**src/rtl/alu_seq_pkg.sv**
```systemverilog
// Shared definitions for the ALU wide sequencer: request opcodes, ALU FunSel codes, flag indices, FSM states.
// Latency: n/a (types and constants only).
// Backpressure: n/a.
package alu_seq_pkg;

  localparam logic [2:0] OP_SINGLE = 3'b000;
  localparam logic [2:0] OP_ADD64  = 3'b001;
  localparam logic [2:0] OP_LSL64  = 3'b010;
  localparam logic [2:0] OP_LSR64  = 3'b011;
  localparam logic [2:0] OP_ASR64  = 3'b100;

  // 32-bit ALU function selects used to build the 64-bit operations
  localparam logic [4:0] FS_ADD = 5'b10100;
  localparam logic [4:0] FS_ADC = 5'b10101;
  localparam logic [4:0] FS_LSL = 5'b11011;
  localparam logic [4:0] FS_LSR = 5'b11100;
  localparam logic [4:0] FS_ASR = 5'b11101;
  localparam logic [4:0] FS_ROR = 5'b11110;
  localparam logic [4:0] FS_ROL = 5'b11111;

  localparam int FLAG_Z = 3;
  localparam int FLAG_C = 2;
  localparam int FLAG_N = 1;
  localparam int FLAG_V = 0;

  typedef enum logic [2:0] {
    ST_IDLE   = 3'd0,
    ST_ISSUE2 = 3'd1,
    ST_WAIT   = 3'd2,
    ST_CAP1   = 3'd3,
    ST_CAP2   = 3'd4,
    ST_RESP   = 3'd5
  } state_e;

  function automatic logic op_is_wide(input logic [2:0] op);
    return (op == OP_ADD64) || (op == OP_LSL64) || (op == OP_LSR64) || (op == OP_ASR64);
  endfunction

endpackage

```
**src/rtl/alu_seq_stats.sv**
```systemverilog
// Saturating counters of completed responses (all, and wide-only).
// Latency: counts update on the edge the response handshake completes.
// Backpressure: none; observes handshakes only.
module alu_seq_stats (
  input  logic        clk_i,
  input  logic        rst_ni,
  input  logic        done_i,
  input  logic        wide_i,
  output logic [15:0] stat_ops_o,
  output logic [15:0] stat_wide_o
);

  logic [15:0] ops_q, ops_d;
  logic [15:0] wide_q, wide_d;

  // Increment on each completed response, holding at all-ones
  always_comb begin
    ops_d  = ops_q;
    wide_d = wide_q;
    if (done_i && (ops_q != 16'hFFFF)) ops_d = ops_q + 16'd1;
    if (done_i && wide_i && (wide_q != 16'hFFFF)) wide_d = wide_q + 16'd1;
  end

  // Counter registers
  always_ff @(posedge clk_i or negedge rst_ni) begin
    if (!rst_ni) begin
      ops_q  <= '0;
      wide_q <= '0;
    end else begin
      ops_q  <= ops_d;
      wide_q <= wide_d;
    end
  end

  assign stat_ops_o  = ops_q;
  assign stat_wide_o = wide_q;

endmodule

```
**src/rtl/alu_wide_sequencer.sv**
```systemverilog
// Issue stage for a 32-bit ALU; builds 64-bit ADD/shift ops from two back-to-back ALU ops (ALU_SEQ_STATS_EN adds counters).
// Latency: resp_valid 1 cycle after accept (reserved), 2 (SINGLE), 3 (wide).
// Backpressure: one op in flight; req_ready low outside IDLE, response held until resp_ready.
module alu_wide_sequencer
  import alu_seq_pkg::*;
(
  input  logic        Clock,
  input  logic        Reset,
  input  logic        req_valid,
  output logic        req_ready,
  input  logic [2:0]  req_op,
  input  logic [4:0]  req_funsel,
  input  logic [63:0] req_a,
  input  logic [63:0] req_b,
  output logic [31:0] AluA,
  output logic [31:0] AluB,
  output logic [4:0]  AluFunSel,
  output logic        AluWF,
  input  logic [31:0] AluOut,
  input  logic [3:0]  AluFlags,
  output logic        resp_valid,
  input  logic        resp_ready,
  output logic [63:0] resp_result,
  output logic [3:0]  resp_flags,
  output logic        resp_err
`ifdef ALU_SEQ_STATS_EN
  ,
  output logic [15:0] stat_ops,
  output logic [15:0] stat_wide
`endif
);

  state_e      state_q, state_d;
  logic [2:0]  op_q, op_d;
  logic [31:0] a2_q, a2_d, b2_q, b2_d, h1_q, h1_d;
  logic [4:0]  fs2_q, fs2_d;
  logic [31:0] alu_a_q, alu_a_d, alu_b_q, alu_b_d;
  logic [4:0]  alu_fs_q, alu_fs_d;
  logic        alu_wf_q, alu_wf_d;
  logic        req_ready_q, req_ready_d;
  logic        resp_valid_q, resp_valid_d;
  logic [63:0] resp_result_q, resp_result_d;
  logic [3:0]  resp_flags_q, resp_flags_d;
  logic        resp_err_q, resp_err_d;

  logic        accept, resp_done, lo_first;
  logic [63:0] wide_res;

  assign accept    = req_valid && req_ready_q && (state_q == ST_IDLE);
  assign resp_done = resp_valid_q && resp_ready;
  // ADD and LSL run low half first; right shifts run high half first so the carry moves downward
  assign lo_first  = (op_q == OP_ADD64) || (op_q == OP_LSL64);
  assign wide_res  = lo_first ? {AluOut, h1_q} : {h1_q, AluOut};

  // State register
  always_ff @(posedge Clock or negedge Reset) begin
    if (!Reset) state_q <= ST_IDLE;
    else        state_q <= state_d;
  end

  // Next-state: op2 always issued the cycle right after op1 so the ALU carry chains
  always_comb begin
    state_d = state_q;
    case (state_q)
      ST_IDLE: begin
        if (accept) begin
          if (op_is_wide(req_op))        state_d = ST_ISSUE2;
          else if (req_op == OP_SINGLE)  state_d = ST_WAIT;
          else                           state_d = ST_RESP;
        end
      end
      ST_ISSUE2: state_d = ST_CAP1;
      ST_WAIT:   state_d = ST_CAP1;
      ST_CAP1:   state_d = op_is_wide(op_q) ? ST_CAP2 : ST_RESP;
      ST_CAP2:   state_d = ST_RESP;
      ST_RESP:   if (resp_done) state_d = ST_IDLE;
      default:   state_d = ST_IDLE;
    endcase
  end

  // Outputs and datapath next values; ALU operands hold when no op is issued
  always_comb begin
    op_d          = op_q;
    a2_d          = a2_q;
    b2_d          = b2_q;
    fs2_d         = fs2_q;
    h1_d          = h1_q;
    alu_a_d       = alu_a_q;
    alu_b_d       = alu_b_q;
    alu_fs_d      = alu_fs_q;
    alu_wf_d      = 1'b0;
    req_ready_d   = (state_d == ST_IDLE);
    resp_valid_d  = resp_valid_q;
    resp_result_d = resp_result_q;
    resp_flags_d  = resp_flags_q;
    resp_err_d    = resp_err_q;
    case (state_q)
      ST_IDLE: begin
        if (accept) begin
          op_d = req_op;
          case (req_op)
            OP_SINGLE: begin
              alu_a_d  = req_a[31:0];
              alu_b_d  = req_b[31:0];
              alu_fs_d = req_funsel;
              alu_wf_d = 1'b1;
            end
            OP_ADD64, OP_LSL64: begin
              alu_a_d  = req_a[31:0];
              alu_b_d  = req_b[31:0];
              alu_fs_d = (req_op == OP_ADD64) ? FS_ADD : FS_LSL;
              alu_wf_d = 1'b1;
              a2_d     = req_a[63:32];
              b2_d     = req_b[63:32];
              fs2_d    = (req_op == OP_ADD64) ? FS_ADC : FS_ROL;
            end
            OP_LSR64, OP_ASR64: begin
              alu_a_d  = req_a[63:32];
              alu_b_d  = req_b[63:32];
              alu_fs_d = (req_op == OP_LSR64) ? FS_LSR : FS_ASR;
              alu_wf_d = 1'b1;
              a2_d     = req_a[31:0];
              b2_d     = req_b[31:0];
              fs2_d    = FS_ROR;
            end
            default: begin
              resp_result_d = '0;
              resp_flags_d  = '0;
              resp_err_d    = 1'b1;
            end
          endcase
        end
      end
      ST_ISSUE2: begin
        alu_a_d  = a2_q;
        alu_b_d  = b2_q;
        alu_fs_d = fs2_q;
        alu_wf_d = 1'b1;
      end
      ST_CAP1: begin
        h1_d = AluOut;
        if (!op_is_wide(op_q)) begin
          resp_result_d = {32'd0, AluOut};
          resp_flags_d  = AluFlags;
          resp_err_d    = 1'b0;
          resp_valid_d  = 1'b1;
        end
      end
      ST_CAP2: begin
        resp_result_d         = wide_res;
        resp_flags_d[FLAG_Z]  = (wide_res == 64'd0);
        resp_flags_d[FLAG_C]  = AluFlags[FLAG_C];
        resp_flags_d[FLAG_N]  = wide_res[63];
        resp_flags_d[FLAG_V]  = AluFlags[FLAG_V];
        resp_err_d            = 1'b0;
        resp_valid_d          = 1'b1;
      end
      ST_RESP: begin
        // Reserved ops arrive here with valid still low; raise it one cycle later
        if (!resp_valid_q)   resp_valid_d = 1'b1;
        else if (resp_ready) resp_valid_d = 1'b0;
      end
      default: ;
    endcase
  end

  // Datapath and output registers
  always_ff @(posedge Clock or negedge Reset) begin
    if (!Reset) begin
      op_q          <= '0;
      a2_q          <= '0;
      b2_q          <= '0;
      fs2_q         <= '0;
      h1_q          <= '0;
      alu_a_q       <= '0;
      alu_b_q       <= '0;
      alu_fs_q      <= '0;
      alu_wf_q      <= 1'b0;
      req_ready_q   <= 1'b0;
      resp_valid_q  <= 1'b0;
      resp_result_q <= '0;
      resp_flags_q  <= '0;
      resp_err_q    <= 1'b0;
    end else begin
      op_q          <= op_d;
      a2_q          <= a2_d;
      b2_q          <= b2_d;
      fs2_q         <= fs2_d;
      h1_q          <= h1_d;
      alu_a_q       <= alu_a_d;
      alu_b_q       <= alu_b_d;
      alu_fs_q      <= alu_fs_d;
      alu_wf_q      <= alu_wf_d;
      req_ready_q   <= req_ready_d;
      resp_valid_q  <= resp_valid_d;
      resp_result_q <= resp_result_d;
      resp_flags_q  <= resp_flags_d;
      resp_err_q    <= resp_err_d;
    end
  end

  assign req_ready   = req_ready_q;
  assign AluA        = alu_a_q;
  assign AluB        = alu_b_q;
  assign AluFunSel   = alu_fs_q;
  assign AluWF       = alu_wf_q;
  assign resp_valid  = resp_valid_q;
  assign resp_result = resp_result_q;
  assign resp_flags  = resp_flags_q;
  assign resp_err    = resp_err_q;

`ifdef ALU_SEQ_STATS_EN
  alu_seq_stats u_stats (
    .clk_i       (Clock),
    .rst_ni      (Reset),
    .done_i      (resp_done),
    .wide_i      (op_is_wide(op_q)),
    .stat_ops_o  (stat_ops),
    .stat_wide_o (stat_wide)
  );
`endif

endmodule

```
**config.mk**
```make
export PLATFORM = sky130hd
export DESIGN_NAME = alu_wide_sequencer
export DESIGN_NICKNAME = d
export VERILOG_FILES = /design/src/rtl/alu_seq_pkg.sv /design/src/rtl/alu_seq_stats.sv /design/src/rtl/alu_wide_sequencer.sv
export SDC_FILE = /design/constraint.sdc
export NUM_CORES = 1
export LEC_CHECK = 0
export BUFFER_PORTS_ARGS = -buffer_cell sky130_fd_sc_hd__buf_2
export CAP_MARGIN = 20
export CELL_PAD_IN_SITES_DETAIL_PLACEMENT = 1
export CELL_PAD_IN_SITES_GLOBAL_PLACEMENT = 1
export CORE_MARGIN = 2
export CORE_UTILIZATION = 43
export CTS_CLUSTER_DIAMETER = 40
export DETAILED_ROUTE_END_ITERATION = 6
export GPL_TIMING_DRIVEN = 0
export PLACE_DENSITY = 0.95
export REMOVE_ABC_BUFFERS = 1
export SLEW_MARGIN = 20
export SYNTH_ARGS = -nofsm -noshare
export SYNTH_HDL_FRONTEND = slang
export SYNTH_SLANG_ARGS = --single-unit
```
**constraint.sdc**
```tcl
create_clock -name Clock -period 2.8 [get_ports Clock]
set_input_delay 0 -clock Clock [delete_from_list [all_inputs] [get_ports Clock]]
set_output_delay 0 -clock Clock [all_outputs]
set_load 0.01 [all_outputs]
```
==> results.cfg, run 1 <==
[drt]
firstDrtPassIters = 5
vias_per_cell = 6.30
dr.first_iter.drc_count = 1533
drc = 0
antenna_left = 0
wl_per_cell_um = 28.7
finalWirelength_mm = 60.7
via_count = 13300

[finish]
fin_cells = 2117
final_nets = 1916
final_common_cell = nand2_1
final_cell_mix = nand2_1 (315), buf_2 (314), dfrtp_1 (246), dlygate4sd3_1 (231), o21ai_1 (141)
finalCoreUtilization = 0.655
synthToLayoutAreaGrowth_pct = 50.1
drive_gt1_frac = 0.262

[timing]
finalSetupTns_ns = 0
rsz0062_at_grt = false
hold_violations = 0
fin_crit_sh = 0.998
tightest_slew_ns = 0.908
max_freq_mhz = 358
relSlewSlack = 0.390
slew_viol_final = 0
fin_crit_ns = 2.79
fin_worst_skew_ns = 0.0244
setup-violations-final = 0
hold_slack_ns = 0.0243

[setup_path]
crit_chain = dlygate4sd3_1 -> clkbuf_4 -> or3b_1 -> o21ai_4 -> buf_16 -> buf_16 -> buf_16 -> mux2i_1 -> dlygate4sd3_1 -> o21ai_1
cpMaxStageDelayCell = dlygate4sd3_1
cp-end-kind = flop
reg2reg_slack_ns = 0.10
path_common_cell = buf_16
cp-start-kind = input port
critPathArrivalTime_ns = 3.13
critPathLaunch = req_op[2]
crit_path_max_incr_delay_ns = 0.60
r2r_start = state_q[0]
worstPathRequired_ns = 3.14
critPathKind = input port to flop
path_max_fanout = 24

[placed_design]
placed_cells = 1800
port_buffers = 316
gp_congestion = 0.795
dp_hpwl_mm = 27.6

[clock_tree]
numCtsBuffers = 38
htree_num_levels = 2
cts.sinks = 246
cts-root-buf = clkbuf_16
tritoncts = yes
insertion_delay_ns = 0.51
clk_pin_slew_ns = 0.06
clk_path_buf_depth = 3

[synth]
ys_warn_count = 0
ys_seq_area_frac = 0.525
async_flop_share = 1.00
ys.flop_type = dfrtp_1
syn_area_mm2 = 0.0117
synth.avg_cell_area_um2 = 9.64
synth-edff-count = 0
ys_types = 50
ys_seq_elements = 246
synthCells = 1216

[outcome]
status = finished clean

[pwr]
max-vdd-ir-drop_mv = 0.543
power_density_mw_per_mm2 = 1110
p_leak_uw = 0.00837
total_power_uw = 19600

[grt]
grt_antenna_before_repair = 6
grt_util_met3 = 0.123
grt_pass1_vias = 14700
grt_max_degree = 98
grt-ovfl-total = 0
grt_use_met1 = 0.473
busiest_layer = met2
grtUsageTotal = 0.415
grt_pass1_wl_mm = 90.7
grt_use_met2 = 0.692

[die]
io_pins = 317
die-width_um = 169
core_area_mm2 = 0.0269
die_area_mm2 = 0.0286
rows = 60
initial_core_util = 0.436
die_h_um = 169

[run]
cap_viol_max_count = 0

[min_path]
hold_path.class = input port to flop
hold_start = req_b[37]
-- power by group --
part / internal, µW / total (µW) / switching [µW]
Combinational: 3020 / 7850 / 4830
Sequential: 5010 / 6400 / 1390
Clock: 3370 / 5340 / 1980
Total: 11400 / 19600 / 8190
-- metrics by stage --
| step | cell area, µm² | setup WS, ns |
|---|---|---|
| 3_5_place_dp | 13800 | -0.0366 |
| 4_1_cts | 17500 | 0.0183 |
| 6_report | 17600 | 0.00650 |
| 3_3_place_gp | 13200 | -3.48 |
| 5_1_grt | 17600 | 0.000487 |
| 2_1_floorplan | 11200 | -1.45 |
-- critical path: cells and delay by family --
family | cells | cell delay [ns]
compound gates | 2 | 0.29
simple gates | 1 | 0.47
buf+inv | 6 | 2.09
mux | 1 | 0.24
-- timing repair --
item                                   in CTS  in global routing
setup buffers                               0                  9
pin swaps                                   0                  4
endpoints found under the hold margin     478                  0
hold buffers                              231                  0
gates cloned                                0                  1
setup endpoints to repair                  32                 48
resized for setup                           2                  2
-- logic make-up after synthesis --
logic type / after synthesis / synth area share
buffers and inverters: 101 / 0.0452
multiplexers: 129 / 0.114
AO/OA/AOI/OAI: 325 / 0.162
flip-flops: 246 / 0.525
XOR/XNOR: 1 / 0.000747
AND/OR/NAND/NOR: 414 / 0.154
-- final timing paths --
check                      cells past startpoint         endpoint
setup / recovery                              10         a2_q[27]
hold / removal                                 4          AluB[5]
setup reg to reg                               5   resp_result[6]
hold reg to reg                                2  resp_result[51]
max in group asynchronous                      3         b2_q[30]
min in group asynchronous                      2  resp_result[44]
-- synth_stat cells (2+ instances only) --
library cell  instances  area share
a21oi_1              26       0.011
a221o_1              25       0.021
a22oi_1              34       0.022
a31oi_1               3      0.0016
and3_1               41       0.022
buf_2                37       0.016
buf_4                 6      0.0038
buf_6                11       0.011
clkbuf_1             38       0.012
dfrtp_1             246        0.53
inv_1                 7      0.0022
mux2_2               32       0.031
mux2i_1              97       0.083
nand2_1             316        0.10
nand2b_1              2      0.0011
nand3_1               2     0.00085
nand3b_1              2      0.0013
nand4_1               5      0.0027
nor2_1                6      0.0019
nor2b_1               8      0.0043
nor3_1                4      0.0017
nor4_1               18      0.0096
o211ai_1              2      0.0013
o21ai_0              79       0.034
o21ai_1             141       0.060
o21ai_2               2      0.0015
o22ai_1               2      0.0011
or3b_1                2      0.0015
-- area by class of cell --
class / count / area (µm²)
Clock buffer: 44 / 1050
Clock inverter: 26 / 357
Antenna cell: 6 / 15.0
Multi-Input combinational cell: 870 / 5110
Tap cell: 341 / 427
Timing Repair Buffer: 576 / 4460
Fill cell: 2922 / 9280
Inverter: 8 / 31.3
Sequential cell: 246 / 6160
-- registers in the layout, summed over array words and instances, names as in the netlist, 4 cells and up --
name	cells
resp_result	64
AluA	32
AluB	32
a2_q	32
b2_q	32
h1_q	32
AluFunSel	5
resp_flags	4
-- layer usage --
metal	vias to the layer above	part of all wire
met2	1083	0.47
met3	302	0.10
met4	2	0.067
li1	5345	-
met5	-	0.00023
met1	6610	0.36
(Power assumes the default switching activity.)
==> run 2: changes to the inputs <==
Settings changed: BUFFER_PORTS_ARGS -buffer_cell sky130_fd_sc_hd__buf_2 to not set, CORE_UTILIZATION 43 to 45, DONT_BUFFER_PORTS set to 1, PLACE_DENSITY 0.95 to 0.86, TNS_END_PERCENT set to 30.
==> run 2 against run 1 <==
Compared with the run above:
- the run now ends with negative hold slack left
- highest routed layer unchanged
- clock power down 4.9%
- sequential power is 7.5% higher
- via count is 16% lower
- critical endpoint is now AluB[4]
- design area fell by 9.4%
==> results.cfg, run 2 (same netlist as run 1, synthesis figures left out) <==
[drt]
via_count = 11200
vias_per_cell = 6.23
antenna_left = 0
wl_per_cell_um = 27.2
dr.first_iter.drc_count = 973
drc = 0
finalWirelength_mm = 48.7
firstDrtPassIters = 7

[clock_tree]
insertion_delay_ns = 0.51
cts.sinks = 246
clk_path_buf_depth = 3
clk_pin_slew_ns = 0.06
numCtsBuffers = 38
htree_num_levels = 2
tritoncts = yes
cts-hold-fix-buffers = 241
cts-root-buf = clkbuf_16

[timing]
fin_crit_ns = 2.66
relSlewSlack = 0.464
fin_ws_ns = 0.142
tightest_slew_ns = 0.804
fin_crit_sh = 0.949
rsz0062_at_grt = true
max_freq_mhz = 376
hold_slack_ns = -0.816
setup-violations-final = 0
hold_violations = 246
fin_worst_skew_ns = 0.0186
slew_viol_final = 0

[finish]
seq_area_mm2 = 0.00616
drive_gt1_frac = 0.0942
fillCellCount = 2700
synthToLayoutAreaGrowth_pct = 36.0
finalCoreUtilization = 0.617
final_nets = 1601
largest_reg_flops = 64
final_common_cell = nand2_1
fin_cells = 1792
multiInputGateArea_mm2 = 0.00511
final_cell_mix = nand2_1 (315), dfrtp_1 (246), dlygate4sd3_1 (239), o21ai_1 (141), mux2i_1 (97)

[placed_design]
placed_cells = 1478
port_buffers = 0
dp_slack_ns = -0.0576
dp_hpwl_mm = 23.8
gp_congestion = 0.807

[grt]
grt_pass1_vias = 12400
grt-ovfl-total = 0
grtUsageTotal = 0.352
grt_antenna_before_repair = 5
grt_max_degree = 247
grt_pass1_wl_mm = 73.7

[die]
die_h_um = 165
core_area_mm2 = 0.0258
io_pins = 317
initial_core_util = 0.454
die_area_mm2 = 0.0274
rows = 59
die-width_um = 165

[min_path]
hold_path.class = input port to async pin

[setup_path]
r2r_start = state_q[1]
setup.worst_path.end = AluB[4]
r2r-end = AluB[4]
cp-start-kind = flop
worstPathRequired_ns = 3.19
reg2reg_slack_ns = 0.14
cp-end-kind = flop
critPathArrivalTime_ns = 3.05
r2r_cells = 5
critPathKind = flop to flop
path_max_fanout = 42
critPathLaunch = state_q[1]

[pwr]
max-vdd-ir-drop_mv = 0.627
total_power_uw = 17600
power_density_mw_per_mm2 = 1100
p_leak_uw = 0.00699

[outcome]
status = complete, but fails checks
violations = negative hold slack

[run]
cap_viol_max_count = 0
[run 2: cell type report]
type / instances / share of cell area
clock buffer: 46 / 0.0668
tap: 335 / 0.0263
antenna: 3 / 0.000471
clock inverter: 23 / 0.0179
timing repair buffer: 262 / 0.180
sequential: 246 / 0.386
inverter: 8 / 0.00188
multi-input combinational: 869 / 0.321
[run 2: where the power goes]
| group | switching (µW) | total (µW) | internal (µW) | leakage, µW |
|---|---|---|---|---|
| logic | 3320 | 5650 | 2330 | 0.00315 |
| clock network | 1870 | 5080 | 3210 | 0.000658 |
| registers | 1870 | 6880 | 5010 | 0.00318 |
[run 2: worst min-delay path by stage]
stage / startpoint / slack [ns] / endpoint / cells after the start
floorplan: Reset / -0.30 / AluA[0] / 0
global placement: Reset / -0.29 / resp_result[16] / 0
detailed placement: Reset / -0.29 / resp_result[14] / 0
CTS: Reset / -0.83 / resp_result[14] / 0
global route: Reset / -0.84 / resp_result[22] / 0
finish: Reset / -0.82 / resp_result[44] / 0
[run 2: per-layer routing]
layer / GRT usage / wire (µm) / up-vias
met5: 0 / 23 / -
met4: 0.155 / 2150 / 4
met3: 0.120 / 5090 / 172
met2: 0.598 / 23800 / 637
met1: 0.402 / 17700 / 5651
li1: - / - / 4706
[run 2: what timing repair did]
action,in CTS,in global routing
buffers inserted,1,0
hold endpoints to repair,490,246
pin swaps,1,0
gates resized for setup,1,5
endpoints found under the setup margin,31,90
[run 2: worst max-delay path, cell delays in order, from the launching register on]
cell      delay [ns]
dfrtp_1         0.50
nor2_1          0.43
nand2b_4        0.31
inv_2           0.67
o21ai_0         0.30
o21ai_1         0.31
[run 2: metrics by stage]
step | cell area [µm²] | TNS, ns
finish | 15900 | 0
global route | 15900 | 0
CTS | 15900 | 0
detailed placement | 12200 | -1.17
global placement | 11600 | -580.67
floorplan | 11200 | -262.07
==> run 3: changes to the inputs <==
Settings changed: CORE_MARGIN 2 to 5.
==> run 3 against run 2 <==
Compared with the run above:
- the run still ends with negative hold slack left
- worst setup slack lost 0.12 ns
- count of clock-buffer cells in the layout grew 2
- critical endpoint is now a2_q[17]
- sequential share of layout area shrank 0.39 points
- first-iteration DRC count grew 21%
- combinational power grew 5.5%
- clock skew grew 0.0040 ns
- design area grew 1.0%
- worst hold slack gained 0.0084 ns
- cell count grew 0.78%
==> results.cfg, run 3 (same netlist as run 1, synthesis figures left out) <==
[drt]
via_count = 11600
firstDrtPassIters = 5
wl_per_cell_um = 29.3
drc = 0
dr.first_iter.drc_count = 1179
antenna_left = 0
vias_per_cell = 6.43
finalWirelength_mm = 52.9

[pwr]
power_density_mw_per_mm2 = 1130
max-vdd-ir-drop_mv = 0.704
total_power_uw = 18300
p_leak_uw = 0.00703

[die]
io_pins = 317
initial_core_util = 0.454
die_h_um = 171
core_area_mm2 = 0.0258
die-width_um = 171
die_area_mm2 = 0.0294
rows = 59

[grt]
grtUsageTotal = 0.349
grt_max_degree = 247
grt_pass1_wl_mm = 79.8
grt_pass1_vias = 12900
grt_antenna_before_repair = 9
grt-ovfl-total = 0

[finish]
fin_cells = 1806
synthToLayoutAreaGrowth_pct = 37.4
final_common_cell = nand2_1
final_nets = 1608
drive_gt1_frac = 0.0985
largest_reg_flops = 64
final_cell_mix = nand2_1 (315), dfrtp_1 (246), dlygate4sd3_1 (240), o21ai_1 (141), mux2i_1 (97)

[clock_tree]
cts-root-buf = clkbuf_16
htree_num_levels = 2
cts.sinks = 246
clk_path_buf_depth = 3
numCtsBuffers = 40
cts-hold-fix-buffers = 241
tritoncts = yes
clk_pin_slew_ns = 0.05
insertion_delay_ns = 0.52

[outcome]
status = complete, but fails checks
violations = negative hold slack

[setup_path]
cp-end-kind = flop
cp-start-kind = flop
r2r_cells = 6
critPathKind = flop to flop
worstPathRequired_ns = 3.16
critPathArrivalTime_ns = 3.13
path_max_fanout = 71

[timing]
max_freq_mhz = 360
hold_slack_ns = -0.808
relSlewSlack = 0.460
rsz0062_at_grt = true
fin_ws_ns = 0.0226
fin_crit_sh = 0.992
fin_worst_skew_ns = 0.0226
setup-violations-final = 0
slew_viol_final = 0
tightest_slew_ns = 0.809
hold_violations = 246
fin_crit_ns = 2.78

[placed_design]
port_buffers = 0
dp_hpwl_mm = 24.1
gp_congestion = 0.800
dp_slack_ns = -0.134
placed_cells = 1480

[min_path]
hold_path.class = input port to async pin

[run]
cap_viol_max_count = 0
==> run 3: per-layer routing <==
layer	vias to the layer above	GRT usage	share of wire
met2	808	0.594	0.48
met3	245	0.121	0.11
met1	5821	0.392	0.35
met5	-	0	0.00021
li1	4731	-	-
met4	2	0.172	0.058
==> run 3: what timing repair did <==
action / CTS / global route
endpoints found under the setup margin: 47 / 84
buffers inserted: 0 / 2
hold endpoints to repair: 490 / 246
cloned: 0 / 2
gates resized for setup: 2 / 3
pin swaps: 0 / 2
==> run 3: layout make-up <==
type,instances,area [µm²]
Inverter,8,30.0
Timing Repair Buffer,265,2940
Clock buffer,48,1080
Tap cell,335,419
Multi-Input combinational cell,871,5130
Sequential cell,246,6160
Antenna cell,9,22.5
Fill cell,2689,9730
Clock inverter,24,332
==> run 3: power breakdown <==
group | internal (µW) | switching [µW]
clock network | 3420 | 1910
registers | 5010 | 1960
logic | 2440 | 3530
total | 10900 | 7390
==> run 3: worst max-delay path: stages (launching register included) <==
cell and delay (ns):
dfrtp_1 0.56, nor3_4 0.30, nand4_1 0.56, or2_4 0.63, buf_16 0.30, nand2_1 0.13
o21ai_1 0.09
==> run 3: per-stage QoR <==
step / util / instance area, µm² / setup TNS (ns) / hold slack (ns)
5_1_grt: 0.623 / 16100 / -0.0718 / -0.832
3_3_place_gp: 0.451 / 11600 / -605.78 / -0.290
4_1_cts: 0.621 / 16000 / 0 / -0.827
2_1_floorplan: - / 11200 / -262.07 / -0.296
3_5_place_dp: 0.473 / 12200 / -3.16 / -0.289
6_report: 0.624 / 16100 / 0 / -0.808
==> run 3: worst paths after layout <==
check | end | slack [ns] | from
min reg2reg | a2_q[21] | 0.49 | a2_q[21]
max | a2_q[17] | 0.02 | state_q[0]
max reg2reg | a2_q[17] | 0.02 | state_q[0]
max in group asynchronous | b2_q[9] | 3.26 | Reset
min | resp_result[12] | -0.81 | Reset
min in group Clock | AluA[31] | 0.03 | req_a[31]
